### config.mk
export PLATFORM = sky130hd
export DESIGN_NAME = hazard_ctrl
export DESIGN_NICKNAME = d
export VERILOG_FILES = /design/src/rtl/hazard_ctrl.sv
export SDC_FILE = /design/constraint.sdc
export NUM_CORES = 1
export LEC_CHECK = 0
export BUFFER_PORTS_ARGS = -buffer_cell sky130_fd_sc_hd__buf_2
export CAP_MARGIN = 0
export CORE_AREA = 4 4 117 119
export CTS_CLUSTER_SIZE = 10
export DETAILED_ROUTE_END_ITERATION = 8
export DIE_AREA = 0 0 121 123
export HOLD_SLACK_MARGIN = 0.03
export PLACE_DENSITY = 0.59
export SLEW_MARGIN = 20
export SYNTH_ARGS = -nofsm -noshare
export SYNTH_HDL_FRONTEND = slang
export SYNTH_SLANG_ARGS = --single-unit
### constraint.sdc
create_clock -name clk -period 3.8 [get_ports clk]
set_input_delay 0.38 -clock clk [delete_from_list [all_inputs] [get_ports clk]]
set_output_delay 0.38 -clock clk [all_outputs]
set_load 0.01 [all_outputs]
### src/rtl/hazard_ctrl.sv
// Pipeline hazard controller: priority-encodes hazard sources into per-stage stall/flush
// controls, sequences multi-cycle load-use bubbles and keeps saturating stall/flush counters.
module hazard_ctrl #(
  parameter int LOAD_USE_BUBBLES = 1,
  parameter int CNT_WIDTH        = 32
) (
  input  logic                 clk,
  input  logic                 rst,
  input  logic                 rs1_load_flag,
  input  logic                 rs2_load_flag,
  input  logic                 ex_busy,
  input  logic                 mem_stall,
  input  logic                 ex_branch_taken,
  input  logic                 wb_excp,
  output logic                 stall_if,
  output logic                 stall_id,
  output logic                 stall_ex,
  output logic                 stall_mem,
  output logic                 flush_id,
  output logic                 flush_ex,
  output logic                 flush_mem,
  output logic                 flush_wb,
  output logic [1:0]           redirect_sel,
  output logic                 hazard_state,
  output logic [CNT_WIDTH-1:0] stall_cnt,
  output logic [CNT_WIDTH-1:0] flush_cnt
);

  localparam int BW = $clog2(LOAD_USE_BUBBLES + 1);

  typedef enum logic {
    RUN    = 1'b0,
    BUBBLE = 1'b1
  } state_t;

  state_t              state_reg;
  logic [BW-1:0]       bub_left_reg;
  logic                load_use;
  logic [1:0]          cnt_inc;
  logic [CNT_WIDTH-1:0] cnt_reg [2];

  assign load_use     = rs1_load_flag | rs2_load_flag;
  assign hazard_state = state_reg;

  // Strict priority: reset > exception > mem wait > EX busy > branch > load-use.
  always_comb begin
    stall_if     = 1'b0;
    stall_id     = 1'b0;
    stall_ex     = 1'b0;
    stall_mem    = 1'b0;
    flush_id     = 1'b0;
    flush_ex     = 1'b0;
    flush_mem    = 1'b0;
    flush_wb     = 1'b0;
    redirect_sel = 2'b00;
    if (rst) begin
      flush_id  = 1'b1;
      flush_ex  = 1'b1;
      flush_mem = 1'b1;
      flush_wb  = 1'b1;
    end else if (wb_excp) begin
      flush_id     = 1'b1;
      flush_ex     = 1'b1;
      flush_mem    = 1'b1;
      flush_wb     = 1'b1;
      redirect_sel = 2'b10;
    end else if (mem_stall) begin
      stall_if  = 1'b1;
      stall_id  = 1'b1;
      stall_ex  = 1'b1;
      stall_mem = 1'b1;
      flush_wb  = 1'b1;
    end else if (ex_busy) begin
      stall_if  = 1'b1;
      stall_id  = 1'b1;
      stall_ex  = 1'b1;
      flush_mem = 1'b1;
    end else if (ex_branch_taken) begin
      flush_id     = 1'b1;
      flush_ex     = 1'b1;
      redirect_sel = 2'b01;
    end else if (load_use || state_reg == BUBBLE) begin
      stall_if = 1'b1;
      stall_id = 1'b1;
      flush_ex = 1'b1;
    end
  end

  always_ff @(posedge clk) begin
    if (rst) begin
      state_reg    <= RUN;
      bub_left_reg <= '0;
    end else if (wb_excp || (ex_branch_taken && !mem_stall && !ex_busy)) begin
      state_reg    <= RUN;
      bub_left_reg <= '0;
    end else if (!mem_stall && !ex_busy) begin
      if (state_reg == BUBBLE) begin
        // Load flags are ignored here; the bubble runs out its count.
        if (bub_left_reg == BW'(1)) begin
          state_reg    <= RUN;
          bub_left_reg <= '0;
        end else begin
          bub_left_reg <= bub_left_reg - 1'b1;
        end
      end else if (load_use && LOAD_USE_BUBBLES > 1) begin
        state_reg    <= BUBBLE;
        bub_left_reg <= BW'(LOAD_USE_BUBBLES - 1);
      end
    end
  end

  assign cnt_inc = {redirect_sel != 2'b00, stall_if};

  generate
    for (genvar gi = 0; gi < 2; gi++) begin : g_cnt
      always_ff @(posedge clk) begin
        if (rst) begin
          cnt_reg[gi] <= '0;
        end else if (cnt_inc[gi] && cnt_reg[gi] != '1) begin
          cnt_reg[gi] <= cnt_reg[gi] + 1'b1;
        end
      end
    end
  endgenerate

  assign stall_cnt = cnt_reg[0];
  assign flush_cnt = cnt_reg[1];

endmodule

==> results of run 1 <==
placed cells by master (no fill, tap or decap), types with 2 or more instances in the layout:
cell | Yosys | final
nor2_1 | 70 | 70
nand4_2 | 2 | 2
xor2_1 | 45 | 45
a21oi_1 | 5 | 5
and3_1 | 9 | 9
dfxtp_1 | 2 | 2
clkbuf_16 | 0 | 9
and2_1 | 3 | 3
xnor2_1 | 11 | 11
nand2b_1 | 2 | 2
inv_1 | 10 | 10
or3_1 | 5 | 5
nand4_1 | 19 | 19
nor3_1 | 7 | 7
nand3_1 | 27 | 27
bufinv_16 | 0 | 3
nand2_1 | 27 | 27
ha_1 | 2 | 2
and4_1 | 3 | 3
o21ai_0 | 5 | 5
edfxtp_1 | 64 | 64
nor4_4 | 4 | 4
buf_4 | 1 | 5
buf_2 | 8 | 82
o31ai_1 | 2 | 2
synthesized netlist by cell type, drive strengths merged:
| master | instances |
|---|---|
| nor2 | 70 |
| edfxtp | 64 |
| xor2 | 45 |
| nand3 | 29 |
| nand2 | 27 |
| nand4 | 22 |
| buf | 11 |
| xnor2 | 11 |
| and3 | 10 |
| inv | 10 |
| nor3 | 7 |
| a21oi | 5 |
| nor4 | 5 |
| o21ai | 5 |
| or3 | 5 |
| and2 | 4 |
| and4 | 3 |
| dfxtp | 2 |
| ha | 2 |
| nand2b | 2 |
| o21bai | 2 |
| o31ai | 2 |
| a21boi | 1 |
| a31oi | 1 |
| nor2b | 1 |
| nor3b | 1 |
| o2111ai | 1 |
| o211ai | 1 |
| or4 | 1 |
report_power, final:
group | internal [mW] | switching [mW]
Clock | 0.633 | 0.305
Sequential | 0.861 | 0.0670
Combinational | 0.0774 | 0.118
metal layers:
metal	vias up	part of all wire, %	GRT usage [%]
met5	-	0	0
met4	0	1.3	4.04
met3	8	6.2	4.57
met2	93	47	18.4
met1	1362	45	15.0
li1	1416	-	-
final cells by class:
cell class	instances	area (um2)	share of cell area, %
sequential	66	1960	42.3
multi-input combinational	263	1640	35.4
timing repair buffer	87	448	9.67
clock buffer	9	225	4.86
tap	172	215	4.64
clock inverter	6	106	2.29
inverter	10	37.5	0.810
stage by stage:
stage / setup slack (ns) / hold slack, ns
after detailed placement: 1.09 / 0.512
after global routing: 0.942 / 0.517
after floorplan: 1.02 / 0.479
after global placement: 1.17 / 0.497
after CTS: 1.13 / 0.462
final: 1.16 / 0.475
tightest hold or removal path: cells and delay by family:
family | cells | cell delay (ns)
simple gates | 1 | 0.04
buf+inv | 2 | 0.19
compound gates | 1 | 0.15
kinds of logic (layout without fill, tap and decap cells):
logic type / after synthesis / count (layout)
xor gates and xnor gates: 56 / 56
and+or+nand+nor: 187 / 187
DFF: 66 / 66
AOI/OAI and AO/OA: 18 / 18
buffers and inverters: 21 / 112
adders and majority gates: 2 / 2
how the worst max path moves through the flow:
stage | startpoint | end | cells past startpoint
floorplan | cnt_reg[1][0] | cnt_reg[1][0] | 7
global placement | rst | cnt_reg[0][13] | 7
detailed placement | rst | cnt_reg[0][15] | 7
CTS | cnt_reg[0][13] | cnt_reg[0][20] | 6
global route | cnt_reg[0][13] | cnt_reg[0][20] | 6
finish | cnt_reg[0][13] | cnt_reg[0][20] | 6
==> flow_metrics.env, run 1 <==
export IMPL_globalplace_congestion=0.815
export IMPL_die_y_um=123
export IMPL_postCtsHoldBufs=0
export IMPL_drive_gt1_share_pct=25.9
export IMPL_slew_viol_final=0
export IMPL_antenna_found_initial=0
export IMPL_fin_nets=447
export IMPL_clock_tree_buffer_depth=2
export IMPL_synth_xor_area_share_pct=13.2
export IMPL_path_buf_inv=1
export IMPL_cp_cell_sequence="nand3_1 > nor4_4 > nand3_4 > o21bai_4 > nand2b_1 > buf_4"
export IMPL_postLayoutCoreUtil_pct=36.9
export IMPL_cts_sinks=66
export IMPL_irDropWorstVdd_mv=0.258
export IMPL_max_slew_margin_pct=46.6
export IMPL_numCtsBuffers=9
export IMPL_fin_crit_sh_pct=69.4
export IMPL_drt_iter0_markers=221
export IMPL_min_path_type="in -> reg"
export IMPL_post_cts_setup_buffers=0
export IMPL_track_usage_pct=11.8
export IMPL_largest_reg_flops=64
export IMPL_path_clk_slew_ns=0.06
export IMPL_muxShareOfSynthArea_pct=0
export IMPL_critPathSlowestCell="nor4_4"
export IMPL_worstPathArrival_ns=2.68
export IMPL_p_total_mw=2.06
export IMPL_finalSetupViolCount=0
export IMPL_ys_top_cells_by_area="edfxtp_1 (52%), xor2_1 (11%), nor2_1 (7.1%)"
export IMPL_ff2ff_path_depth=6
export IMPL_crit_family="simple AND/OR/NAND/NOR gates"
export IMPL_dieArea_um2=14900
export IMPL_fin_area_um2=4630
export IMPL_status="finished clean"
export IMPL_via_per_inst=4.70
export IMPL_cts_tree="done"
export IMPL_die_width_um=121
export IMPL_rr_startpoint="cnt_reg[0][13]"
export IMPL_post_place_cells=598
export IMPL_r2r_slack_ns=1.16
export IMPL_cp_end_kind="flop"
export IMPL_placementRows=41
export IMPL_wl_per_cell_um=13.8
export IMPL_synth_cell_type_count=39
export IMPL_synth_area_per_cell_um2=10.6
export IMPL_fin_crit_ns=2.64
export IMPL_critical_path_class="reg -> reg"
export IMPL_grt_first_pass_wirelength_um=13800
export IMPL_htree_levels=3
export IMPL_antenna_diode_count=0
export IMPL_synth_top_family_by_area="simple AND/OR/NAND/NOR gates"
export IMPL_synth_nets=360
export IMPL_grt_pass1_vias=2703
export IMPL_synth_top_cell_area_share_pct=51.9
export IMPL_grt_ovfl_total=0
export IMPL_vias=2879
export IMPL_io_buffers=82
export IMPL_maxCapViolCount=0
export IMPL_final_cells=613
export IMPL_start_kind="flop"
export IMPL_clock_latency_ns=0.34
export IMPL_core_um2=12600
export IMPL_synth_compound_area_share_pct=3.27
export IMPL_postRouteAntennaNets=0
export IMPL_max_freq_ghz=0.379
export IMPL_grt_max_degree=33
export IMPL_area_growth_pct=25.1
export IMPL_ys_warn_count=0
export IMPL_power_per_cell_area_nw_per_um2=445
export IMPL_slowest_delay_ns=0.57
export IMPL_hold_start="ex_branch_taken"
export IMPL_worstPathMaxFanout=32
export IMPL_yosysSeqAreaShare_pct=52.9
export IMPL_io_pins=83
export IMPL_tns_ns=0
export IMPL_p_leak_nw=1.79
export IMPL_critical_path_required_ns=3.84
export IMPL_hold_violations=0
export IMPL_synth_simple_area_share_pct=27.0
export IMPL_tightestPinTransition_ns=0.798
export IMPL_cts_resized=0
export IMPL_dp_hpwl_um=5950
export IMPL_routed_wl_um=8460
export IMPL_r2r_end="cnt_reg[0][20]"
export IMPL_dr_pass1_iters=4
export IMPL_post_route_drc_count=0
export IMPL_whs_path_depth=4
export IMPL_rsz0062_at_grt="false"
export IMPL_fin_worst_skew_ns=0.00897
export IMPL_netlist_area_um2=3710
export IMPL_synthCells=350
export IMPL_min_to="bub_left_reg"
export IMPL_place_area_um2=4300
export IMPL_synthAdderAreaFrac_pct=0.675
export IMPL_start_util_pct=29.5
export IMPL_yosys_area_top_type="edfxtp_1"
export IMPL_ctsRootBufferMaster="clkbuf_16"
export IMPL_ys_ff_latch=66
export IMPL_fillers=1254
Note: power is estimated with default switching activity, not from simulation.
==> run 2: changes to the inputs <==
- PLACE_DENSITY: 0.59 -> 0.61
- clock period: 3.8 -> 2.2 ns (I/O delays scaled with it)
==> flow_metrics.env, run 2 (same netlist as run 1, synthesis figures left out) <==
export IMPL_critical_path_required_ns=2.28
export IMPL_r2r_slack_ns=0.16
export IMPL_path_buf_inv=1
export IMPL_fin_nets=472
export IMPL_max_freq_ghz=0.491
export IMPL_final_common_cell="buf_2"
export IMPL_worstPathMaxFanout=15
export IMPL_min_to="hazard_state"
export IMPL_fin_crit_sh_pct=92.7
export IMPL_postRouteAntennaNets=0
export IMPL_ctsRootBufferMaster="clkbuf_16"
export IMPL_path_clk_slew_ns=0.05
export IMPL_largest_reg_flops=64
export IMPL_hold_start="ex_busy"
export IMPL_final_cell_mix="buf_2 (82), nor2_1 (69), edfxtp_1 (64), xor2_1 (45)"
export IMPL_maxCapViolCount=0
export IMPL_tightestPinTransition_ns=0.516
export IMPL_status="finished clean"
export IMPL_cp_cell_sequence="ha_1 > nand4_1 > nor4_4 > nand2_1 > o21bai_4 > buf_6 > nor2_1"
export IMPL_antenna_diode_count=0
export IMPL_placementRows=41
export IMPL_postCtsHoldBufs=0
export IMPL_finalSetupViolCount=0
export IMPL_irDropWorstVdd_mv=0.396
export IMPL_min_path_type="in -> reg"
export IMPL_grt_ovfl_total=0
export IMPL_tns_ns=0
export IMPL_multi_input_area_um2=1680
export IMPL_fillers=1259
export IMPL_crit_family="simple AND/OR/NAND/NOR gates"
export IMPL_grt_max_degree=33
export IMPL_globalplace_congestion=0.789
export IMPL_die_width_um=121
export IMPL_via_per_inst=4.66
export IMPL_cts_tree="done"
export IMPL_p_leak_nw=1.91
export IMPL_fin_worst_skew_ns=0.00651
export IMPL_start_kind="flop"
export IMPL_io_buffers=82
export IMPL_regArea_um2=1960
export IMPL_ff2ff_path_depth=7
export IMPL_slew_viol_final=0
export IMPL_max_slew_margin_pct=65.5
export IMPL_antenna_found_initial=0
export IMPL_hold_violations=0
export IMPL_wl_per_cell_um=14.0
export IMPL_drive_gt1_share_pct=29.8
export IMPL_power_per_cell_area_nw_per_um2=674
export IMPL_clock_latency_ns=0.33
export IMPL_core_um2=12600
export IMPL_critPathSlowestCell="edfxtp_1"
export IMPL_cts_sinks=66
export IMPL_die_y_um=123
export IMPL_htree_levels=3
export IMPL_start_util_pct=29.5
export IMPL_postLayoutCoreUtil_pct=38.1
export IMPL_dieArea_um2=14900
export IMPL_track_usage_pct=12.3
export IMPL_post_route_drc_count=0
export IMPL_critical_path_class="reg -> reg"
export IMPL_whs_path_depth=4
export IMPL_clock_tree_buffer_depth=2
export IMPL_io_pins=83
export IMPL_worstPathArrival_ns=2.12
export IMPL_rr_startpoint="cnt_reg[1][0]"
export IMPL_r2r_end="cnt_reg[1][19]"
export IMPL_dp_hpwl_um=6450
export IMPL_vias=2975
export IMPL_area_growth_pct=29.2
export IMPL_p_total_mw=3.23
export IMPL_fin_crit_ns=2.04
export IMPL_numCtsBuffers=9
export IMPL_slowest_delay_ns=0.42
export IMPL_drt_iter0_markers=142
export IMPL_cp_end_kind="flop"
export IMPL_rsz0062_at_grt="false"
export IMPL_grt_pass1_vias=2953
export IMPL_routed_wl_um=8950
export IMPL_dr_pass1_iters=4
export IMPL_grt_first_pass_wirelength_um=14600
run 2: worst max path at each step:
stage,start,endpoint,slack [ns],depth (start not counted)
finish,cnt_reg[1][0],cnt_reg[1][19],0.16,7
global route,cnt_reg[1][0],cnt_reg[1][19],0.01,7
CTS,cnt_reg[1][0],cnt_reg[1][6],0.07,6
detailed placement,cnt_reg[1][0],cnt_reg[1][19],0.10,6
global placement,cnt_reg[1][0],cnt_reg[1][4],0.17,6
floorplan,cnt_reg[1][0],cnt_reg[1][0],0.003,7
run 2: layout make-up:
cell class                 instances  area share, %
multi-input combinational        264           35.1
inverter                          10          0.784
tap                              172           4.50
sequential                        66           41.0
timing repair buffer             111           13.4
clock inverter                     5          0.444
clock buffer                      11           4.86
run 2: timing repair:
action,in CTS,in global routing
setup endpoints to repair,0,63
resized for setup,0,6
buffers inserted,0,1
run 2: worst register-to-register path, stage by stage (launching register included):
cell	delay (ns)
edfxtp_1	0.42
ha_1	0.23
nand4_1	0.23
nor4_4	0.21
nand2_1	0.15
o21bai_4	0.27
buf_6	0.21
nor2_1	0.07
run 2: through the flow:
step / setup slack, ns / instances / hold slack [ns] / area, um2
after floorplan: 0.00250 / 350 / 0.479 / 3720
after global placement: 0.173 / 621 / 0.493 / 4490
after detailed placement: 0.100 / 621 / 0.509 / 4490
after CTS: 0.0674 / 637 / 0.337 / 4740
after global routing: 0.00982 / 639 / 0.377 / 4790
final: 0.161 / 639 / 0.350 / 4790
run 2: report_power, final:
| group | internal (mW) | switching [mW] |
|---|---|---|
| Clock | 0.746 | 0.500 |
| Combinational | 0.164 | 0.231 |
| Sequential | 1.49 | 0.100 |
run 2: routing by layer:
layer  GRT usage (%)  vias to the layer above  wire length (um)
li1                -                     1472                 -
met1            15.6                     1409              3940
met2            19.7                       84              4290
met3            4.30                       10               618
met4            3.82                        0               104
met5               0                        -                 0
